===== src/rtl/ch_aggregator_if.sv =====
// Memory-side bus of the cluster-head aggregator (2048 x 16b node memory view).
// data_in returns mem[address] one cycle after address is presented; wr_en writes data_out.
interface ch_aggregator_if;
  logic [10:0] address;
  logic [15:0] data_in;
  logic [15:0] data_out;
  logic        wr_en;

  modport master (output address, output data_out, output wr_en, input data_in);
  modport slave  (input address, input data_out, input wr_en, output data_in);
endinterface


===== src/rtl/ch_aggregator.sv =====
// Cluster-head aggregator: reads member count and words from node memory, computes
// sum/min/max and the integer mean (24-step restoring divide), writes the mean back.
module ch_aggregator #(
  parameter logic [10:0] CNT_ADDR    = 11'h100,
  parameter logic [10:0] DATA_BASE   = 11'h101,
  parameter logic [10:0] RESULT_ADDR = 11'h1F0,
  parameter int          MAX_PKTS    = 64
) (
  input  logic            clock,
  input  logic            rst,
  input  logic            en,
  ch_aggregator_if.master mem,
  output logic [15:0]     agg_data,
  output logic [15:0]     agg_min,
  output logic [15:0]     agg_max,
  output logic            clamped,
  output logic            busy,
  output logic            done,
  output logic [2:0]      dbg_state
);
  // Start/complete handshake: en is a level sampled only while idle (busy=0); each accepted
  // start yields exactly one done pulse, and en seen in any other state is dropped.
  typedef enum logic [2:0] {IDLE, RD_CNT, RD_DATA, DIVIDE, WRITE, FINISH} state_t;

  localparam logic [7:0] MAX_N = 8'(MAX_PKTS);

  state_t      state, state_next;
  logic [7:0]  n, cyc;
  logic [4:0]  div_cnt;
  logic [23:0] sum, dq, rem, div_src, rem_next;
  logic [24:0] rem_shift;
  logic [15:0] min_acc, max_acc;
  logic [7:0]  cnt_raw;
  logic        cnt_over, q_bit;

  assign cnt_raw  = mem.data_in[7:0];
  assign cnt_over = cnt_raw > MAX_N;

  // First divide step takes the dividend straight from sum, which settles on the same edge
  // the FSM enters DIVIDE.
  always_comb begin
    div_src   = (div_cnt == 5'd0) ? sum : dq;
    rem_shift = {rem, div_src[23]};
    q_bit     = rem_shift >= {17'd0, n};
    rem_next  = q_bit ? 24'(rem_shift - {17'd0, n}) : rem_shift[23:0];
  end

  always_comb begin
    state_next = state;
    case (state)
      IDLE:    if (en) state_next = RD_CNT;
      RD_CNT:  if (cyc[0]) state_next = RD_DATA;
      RD_DATA: if (cyc == n) state_next = (n == 8'd0) ? FINISH : DIVIDE;
      DIVIDE:  if (div_cnt == 5'd24) state_next = WRITE;
      WRITE:   state_next = FINISH;
      FINISH:  state_next = IDLE;
      default: state_next = IDLE;
    endcase
  end

  always_ff @(posedge clock or posedge rst) begin
    if (rst) state <= IDLE;
    else     state <= state_next;
  end

  assign busy      = (state != IDLE);
  assign done      = (state == FINISH);
  assign mem.wr_en = (state == WRITE);
  assign dbg_state = state;

  always_ff @(posedge clock or posedge rst) begin
    if (rst) begin
      mem.address  <= '0;
      mem.data_out <= '0;
      agg_data     <= '0;
      agg_min      <= '0;
      agg_max      <= '0;
      clamped      <= 1'b0;
      n            <= '0;
      cyc          <= '0;
      div_cnt      <= '0;
      sum          <= '0;
      dq           <= '0;
      rem          <= '0;
      min_acc      <= '0;
      max_acc      <= '0;
    end else begin
      case (state)
        IDLE: if (en) begin
          mem.address <= CNT_ADDR;
          sum         <= '0;
          clamped     <= 1'b0;
          min_acc     <= 16'hFFFF;
          max_acc     <= '0;
          cyc         <= '0;
        end
        RD_CNT: begin
          cyc <= cyc[0] ? 8'd0 : cyc + 8'd1;
          if (cyc[0]) begin
            n       <= cnt_over ? MAX_N : cnt_raw;
            clamped <= cnt_over;
            if (cnt_raw != 8'd0) mem.address <= DATA_BASE;
          end
        end
        RD_DATA: begin
          // Address i is issued at cyc==i-1 and its word arrives two edges later.
          cyc <= cyc + 8'd1;
          if ((cyc + 8'd1) < n) mem.address <= DATA_BASE + 11'(cyc + 8'd1);
          if (cyc != 8'd0) begin
            sum <= sum + {8'd0, mem.data_in};
            if (mem.data_in < min_acc) min_acc <= mem.data_in;
            if (mem.data_in > max_acc) max_acc <= mem.data_in;
          end
          if (cyc == n) begin
            rem     <= '0;
            div_cnt <= '0;
            if (n == 8'd0) begin
              agg_data <= '0;
              agg_min  <= '0;
              agg_max  <= '0;
            end
          end
        end
        DIVIDE: begin
          if (div_cnt != 5'd24) begin
            rem     <= rem_next;
            dq      <= {div_src[22:0], q_bit};
            div_cnt <= div_cnt + 5'd1;
          end else begin
            mem.address  <= RESULT_ADDR;
            mem.data_out <= dq[15:0];
            agg_data     <= dq[15:0];
            agg_min      <= min_acc;
            agg_max      <= max_acc;
          end
        end
        default: ;
      endcase
    end
  end
endmodule

===== src/flat_wrapper.sv =====
// flat-port wrapper written by rule: the top's interface ports become plain ports
module ch_aggregator_flat 
#(
  parameter logic [10:0] CNT_ADDR    = 11'h100,
  parameter logic [10:0] DATA_BASE   = 11'h101,
  parameter logic [10:0] RESULT_ADDR = 11'h1F0,
  parameter int          MAX_PKTS    = 64
)
  (clock, rst, en, agg_data, agg_min, agg_max, clamped, busy, done, dbg_state, mem_address, mem_data_out, mem_wr_en, mem_data_in);
  ch_aggregator_if mem_i ();
  input  logic clock;
  input  logic rst;
  input  logic en;
  output logic [15:0] agg_data;
  output logic [15:0] agg_min;
  output logic [15:0] agg_max;
  output logic clamped;
  output logic busy;
  output logic done;
  output logic [2:0] dbg_state;
  output wire logic [$bits(mem_i.address)-1:0] mem_address;
  output wire logic [$bits(mem_i.data_out)-1:0] mem_data_out;
  output wire logic [$bits(mem_i.wr_en)-1:0] mem_wr_en;
  input wire logic [$bits(mem_i.data_in)-1:0] mem_data_in;
  assign mem_address = mem_i.address;
  assign mem_data_out = mem_i.data_out;
  assign mem_wr_en = mem_i.wr_en;
  assign mem_i.data_in = mem_data_in;
  ch_aggregator #(.CNT_ADDR(CNT_ADDR), .DATA_BASE(DATA_BASE), .RESULT_ADDR(RESULT_ADDR), .MAX_PKTS(MAX_PKTS)) u_core (.clock(clock), .rst(rst), .en(en), .mem(mem_i), .agg_data(agg_data), .agg_min(agg_min), .agg_max(agg_max), .clamped(clamped), .busy(busy), .done(done), .dbg_state(dbg_state));
endmodule

===== config.mk =====
export PLATFORM = sky130hd
export DESIGN_NAME = ch_aggregator_flat
export DESIGN_NICKNAME = d
export VERILOG_FILES = /design/src/rtl/ch_aggregator_if.sv /design/src/rtl/ch_aggregator.sv /design/src/flat_wrapper.sv
export SDC_FILE = /design/constraint.sdc
export NUM_CORES = 1
export LEC_CHECK = 0
export ABC_AREA = 1
export ABC_CLOCK_PERIOD_IN_PS = 9650
export CORE_UTILIZATION = 59
export DETAILED_ROUTE_END_ITERATION = 6
export PLACE_DENSITY = 0.9
export SLEW_MARGIN = 5
export SYNTH_ARGS = -nofsm -noshare
export SYNTH_HDL_FRONTEND = slang
export SYNTH_SLANG_ARGS = --single-unit

===== constraint.sdc =====
create_clock -name clock -period 9.65 [get_ports clock]
set_clock_uncertainty 0.1 [all_clocks]
set_input_delay 2.895 -clock clock [delete_from_list [all_inputs] [get_ports clock]]
set_output_delay 2.895 -clock clock [all_outputs]
set_load 0.02 [all_outputs]

==> flow_summary.yaml, run 1 <==
setup_path:
  crit_arrival_ps: 5540
  endpoint_kind: "flip-flop"
  cp.required_ps: 10000
  cp_max_fo: 17
  path_class: "in -> reg"
  start_kind: "input pin"
yosys:
  netlist_area_sq_um: 12000
  synth.avg_cell_area_sq_um: 7.30
  synth_enable_flop_cells: 0
  async_flop_share_pct: 100
  synth_fa_ha_area_share_pct: 7.41
  synth_top_family_by_area: "simple AND/OR/NAND/NOR gates"
  ys_ff_latch: 203
  synth_seq_area_share_pct: 42.2
  synth_warnings: 0
  syn-instance-count: 1648
  syn_nets: 1737
  ys_types: 41
  synth.mux.area_fraction_pct: 0
  yosys_most_used_dff: "dfrtp_1"
  synth_compound_area_share_pct: 9.19
  synth_simple_gate_area_share_pct: 31.8
  synth_xor_area_share_pct: 1.60
detailed_routing:
  wl_per_cell_um: 16.0
  drc: 2
  drt-total-wl_um: 32100
  via_per_inst: 5.74
  dr.pass1.iters: 7
  vias: 11500
  ant_nets: 0
  drt_iter0_drc: 1088
placed_design:
  dp_hpwl_um: 22700
  port_buffers: 99
  dp.cells: 1966
  gp_congestion: 0.951
run:
  drv_cap: 0
layout:
  instances_no_fill: 2007
  nNetsFinal: 1815
  drive_above_1_share_pct: 4.88
  final_cell_mix: "nand2_1, dfrtp_1, inv_1"
  regArea_sq_um: 5080
  multi_input_area_sq_um: 6020
  synthToLayoutAreaGrowth_pct: 15.8
  fill_cells: 1511
  final_util_pct: 70.6
  n_antenna_cell: 0
  mostFrequentLayoutCell: "nand2_1"
sta:
  whs_ps: 369
  finalMaxSlewViolations: 0
  post-route-period-util_pct: 53.8
  setup_tns_ps: 0
  min_period_ps: 5190
  fmax_mhz: 193
  setup_viol: 0
  rsz0062_at_grt: "no"
  relSlewSlack_pct: 24.7
  tightest_slew_ps: 1130
  finalHoldViolations: 0
run_status:
  outcome: "finished with violations"
  violations: "DRC"
pwr:
  p_per_area_nw_per_um2: 205
  power_mw: 2.85
  vdd_drop_max_mv: 0.150
  leakagePower_nw: 7.37
clock_tree:
  clk_pin_slew_ps: 60
  cts.path.max_buffers: 3
  htree_levels: 1
  hold_buffers: 0
  clockRootBuffer: "clkbuf_16"
  numCtsBuffers: 23
  cts_tree: "done"
  insertion_delay_ps: 530
  post_cts_resize_count: 0
  cts.sinks: 203
  postCtsSetupBuffers: 0
global_route:
  grt_pass1_wl_um: 52600
  grt_pass1_vias: 10900
  overflow: 0
  grt_usage_pct: 31.7
  grt_max_degree: 133
  antenna_found_initial: 0
floorplan:
  die_x_um: 145
  io_pins: 101
  dieArea_sq_um: 21000
  row_count: 51
  core_area_sq_um: 19700
  die_h_um: 145
  initial_core_util_pct: 61.0
hold_path:
  hold_class: "reg -> reg"
state kept, by name, indices dropped and copies added (netlist names):
register and flops:
u_core.mem.data_out 16, u_core.min_acc 16, u_core.sum 24, u_core.mem.address 10, u_core.agg_data 16, u_core.dq 24
u_core.agg_max 16, u_core.agg_min 16, u_core.cyc 8, u_core.max_acc 16, u_core.dbg_state 3, u_core.rem 24
u_core.n 8, u_core.div_cnt 5, u_core.clamped 1
cell families (layout without fill, tap and decap cells):
group,count (synthesis),count (layout)
other,1,1
flip-flops,203,203
buffers and inverters,227,321
adder cells (fa/ha/maj),70,70
AO/OA/AOI/OAI,212,212
AND/OR/NAND/NOR,913,913
XOR/XNOR,22,22
power breakdown:
part           total (mW)  internal (mW)  switching [mW]
clock               0.919          0.553           0.366
sequential           1.10          0.974           0.121
combinational       0.835          0.284           0.551
total                2.85           1.81            1.04
final cells by class:
class / instances / area share, %
Clock buffer: 30 / 4.61
Clock inverter: 11 / 1.12
Inverter: 176 / 4.80
Multi-Input combinational cell: 1218 / 43.2
Sequential cell: 203 / 36.5
Tap cell: 265 / 2.38
Timing Repair Buffer: 104 / 7.39
synth_stat cells, types with 6 or more instances:
cell type	count	area, sq um
nor3_1	18	90.1
xnor2_1	9	78.8
clkbuf_1	17	63.8
or2_2	13	81.3
xor2_1	13	114
nand4_1	30	188
nor2_2	8	50.1
buf_4	6	45.0
buf_2	24	120
nand3_1	129	646
inv_1	167	627
o21ai_1	8	40.0
nand2_1	567	2130
ha_1	68	851
inv_2	7	26.3
o21ai_0	102	510
nand2_2	7	43.8
nor2_1	127	477
dfrtp_1	203	5080
o22ai_1	6	37.5
a21oi_1	84	420
through the flow:
step,instance area [sq um],setup WS (ps)
6_report,13900,4460
5_1_grt,13900,4320
3_3_place_gp,13100,4130
4_1_cts,13900,4550
3_5_place_dp,13100,4030
2_1_floorplan,12000,1120
critical path: stages:
cell,delay (ps)
clkdlybuf4s50_1,740
ha_1,330
a21oi_1,150
nor2_1,60
nor3_1,220
nand2_1,90
nand2_1,60
nand2_1,350
nand2_2,430
nand3_1,130
nand2_1,80
routing by layer:
layer,GRT usage [%],share of wire [%],vias up
met4,12.9,3.6,0
met3,6.52,8.8,100
li1,-,-,5474
met1,42.0,42,5412
met5,0,0,-
met2,51.0,45,543
path summary, 6_finish.rpt:
| path | start | end | slack (ps) | cells after the start |
|---|---|---|---|---|
| setup / recovery | mem_data_in[5] | u_core.max_acc[8] | 4460 | 11 |
| hold / removal | u_core.mem.data_out[13] | u_core.mem.data_out[13] | 370 | 2 |
| setup reg to reg | u_core.div_cnt[0] | u_core.agg_max[4] | 5790 | 12 |
| hold reg to reg | u_core.mem.data_out[13] | u_core.mem.data_out[13] | 370 | 2 |
| max in group asynchronous | rst | u_core.min_acc[14] | 5240 | 3 |
| min in group asynchronous | rst | u_core.mem.address[8] | 2820 | 2 |
Power figures use the tool's default switching activity.
==> run 2: changes to the inputs <==
- ABC_CLOCK_PERIOD_IN_PS: 9650 -> 4500
- CORE_UTILIZATION: 59 -> 53
- PLACE_DENSITY: 0.9 -> 0.86
- clock period: 9.65 -> 4.5 ns (I/O delays scaled with it)
==> run 2 against run 1 <==
The flow still finishes with violations (DRC). Sequential share of layout area down 0.14 points. Routed wire length up 0.19%. Die area up 11%. Clock power up 110%. Cell area up 0.39%. Non-clock buffer count up 7. Worst setup slack worse by 3700 ps. Combinational power up 110%. Core utilization down 7.2 points. Worst hold slack worse by 0.85 ps. Flip-flop and latch count unchanged. Critical path type is now reg -> reg. Critical endpoint is now u_core.rem[22].
==> flow_summary.yaml, run 2 (synthesis gave the netlist of run 1 again) <==
global_route:
  grt-busiest-layer: "met2"
  grt_max_degree: 52
  overflow: 0
  met2_usage_pct: 44.7
  antenna_found_initial: 0
  grt.met1_usage_pct: 38.7
  grt_pass1_wl_um: 52900
  grt_pass1_vias: 10500
  grt_usage_pct: 27.6
  gr-usage-met3_pct: 3.95
floorplan:
  initial_core_util_pct: 54.6
  die_x_um: 153
  die_h_um: 153
  io_pins: 101
  core_area_sq_um: 22000
  row_count: 54
  dieArea_sq_um: 23300
layout:
  fill_cells: 1870
  multi_input_area_sq_um: 6020
  n_antenna_cell: 0
  final_cell_mix: "nand2_1, dfrtp_1, inv_1"
  instances_no_fill: 2029
  nNetsFinal: 1822
  mostFrequentLayoutCell: "nand2_1"
  drive_above_1_share_pct: 4.92
  synthToLayoutAreaGrowth_pct: 16.2
  reg_top3: "u_core.dq x24, u_core.rem x24, u_core.sum x24"
  final_util_pct: 63.5
  regArea_sq_um: 5080
  design_area_sq_um: 14000
setup_path:
  cpMostUsedCell: "nand2_1"
  critPathTopFamily: "simple AND/OR/NAND/NOR gates"
  path_class: "reg -> reg"
  crit_chain: "inv_1 -> ha_1 -> inv_1 -> nor2_1 -> nand2_1 -> nand2_1 -> o21ai_0 -> ha_1 -> fa_1 -> o21ai_0 -> nand2_1 -> nand2_1 -> nand3_1 -> nand2_1 -> nand2_1 -> nand2_1 -> nand3_1 -> nand2_1"
  start_kind: "flip-flop"
  endpoint_kind: "flip-flop"
  cp.required_ps: 4850
  crit_slowest_cell: "o21ai_0"
  cp_max_fo: 18
  critical-path-max-stage-delay_ps: 610
  crit_arrival_ps: 4090
  crit_buf_inv: 2
placed_design:
  port_buffers: 99
  dp.cells: 1988
  postPlaceCellArea_sq_um: 13200
  dp_hpwl_um: 22800
  gp_congestion: 0.979
  pre_cts_slack_ps: 648
sta:
  rsz0062_at_grt: "no"
  fmax_mhz: 267
  finalMaxSlewViolations: 0
  relSlewSlack_pct: 31.3
  post-route-period-util_pct: 83.1
  setup_tns_ps: 0
  finalHoldViolations: 0
  setup_ws_ps: 761
  whs_ps: 368
  min_period_ps: 3740
  tightest_slew_ps: 1030
  setup_viol: 0
detailed_routing:
  dr.pass1.iters: 7
  drt_iter0_drc: 845
  via_per_inst: 5.57
  wl_per_cell_um: 15.8
  ant_nets: 0
  vias: 11300
  drc: 14
  drt-total-wl_um: 32100
hold_path:
  hold_class: "reg -> reg"
pwr:
  vdd_drop_max_mv: 0.257
  leakagePower_nw: 7.39
  p_per_area_nw_per_um2: 428
  power_mw: 5.99
run_status:
  violations: "DRC"
  outcome: "finished with violations"
clock_tree:
  cts_tree: "done"
  clockRootBuffer: "clkbuf_16"
  numCtsBuffers: 23
  htree_levels: 1
  cts.path.max_buffers: 3
  insertion_delay_ps: 510
  clk_pin_slew_ps: 60
  cts.sinks: 203
  postCtsSetupBuffers: 0
  post_cts_resize_count: 0
  hold_buffers: 0
run:
  drv_cap: 0
## run 2: cell count changes in the layout (fill, tap and decap cells not counted), sizes merged
cell | before | now
buf | 5 | 12
clkbuf | 30 | 34
inv | 175 | 173
clkinvlp | 3 | 1
## run 2: power breakdown
group	internal (mW)	switching, mW	total, mW
logic	0.623	1.14	1.76
registers	2.09	0.246	2.34
clock network	1.15	0.742	1.89
## run 2: path summary, 6_finish.rpt
| check | startpoint | end | slack (ps) | depth (start not counted) |
|---|---|---|---|---|
| worst max register to register | u_core.div_cnt[0] | u_core.rem[22] | 760 | 18 |
| worst max-delay path | u_core.div_cnt[0] | u_core.rem[22] | 760 | 18 |
| min in group asynchronous | rst | u_core.agg_data[6] | 1320 | 2 |
| worst min-delay path | u_core.agg_max[11] | u_core.agg_max[11] | 370 | 2 |
| max in group asynchronous | rst | u_core.dq[20] | 2130 | 3 |
| worst min register to register | u_core.agg_max[11] | u_core.agg_max[11] | 370 | 2 |
## run 2: routing by layer
layer	vias up	share of wire, %
li1	5477	-
met5	-	0
met2	461	46
met1	5288	44
met4	0	2.7
met3	73	7.8
## run 2: area by class of cell
| cell class | count | area share, % |
|---|---|---|
| clock inverters | 7 | 0.788 |
| inverters | 176 | 4.75 |
| clock buffers | 34 | 4.56 |
| multi-input cells | 1218 | 43.1 |
| repair buffers | 111 | 8.00 |
| well taps | 280 | 2.51 |
| flip-flops and latches | 203 | 36.3 |
## run 2: worst register-to-register path, delay by kind of cell (launching register included)
kind | cells | cell delay, ps
simple gates | 11 | 1430
fa+ha+maj | 3 | 880
compound gates | 2 | 760
flops | 1 | 400
buf+inv | 2 | 130
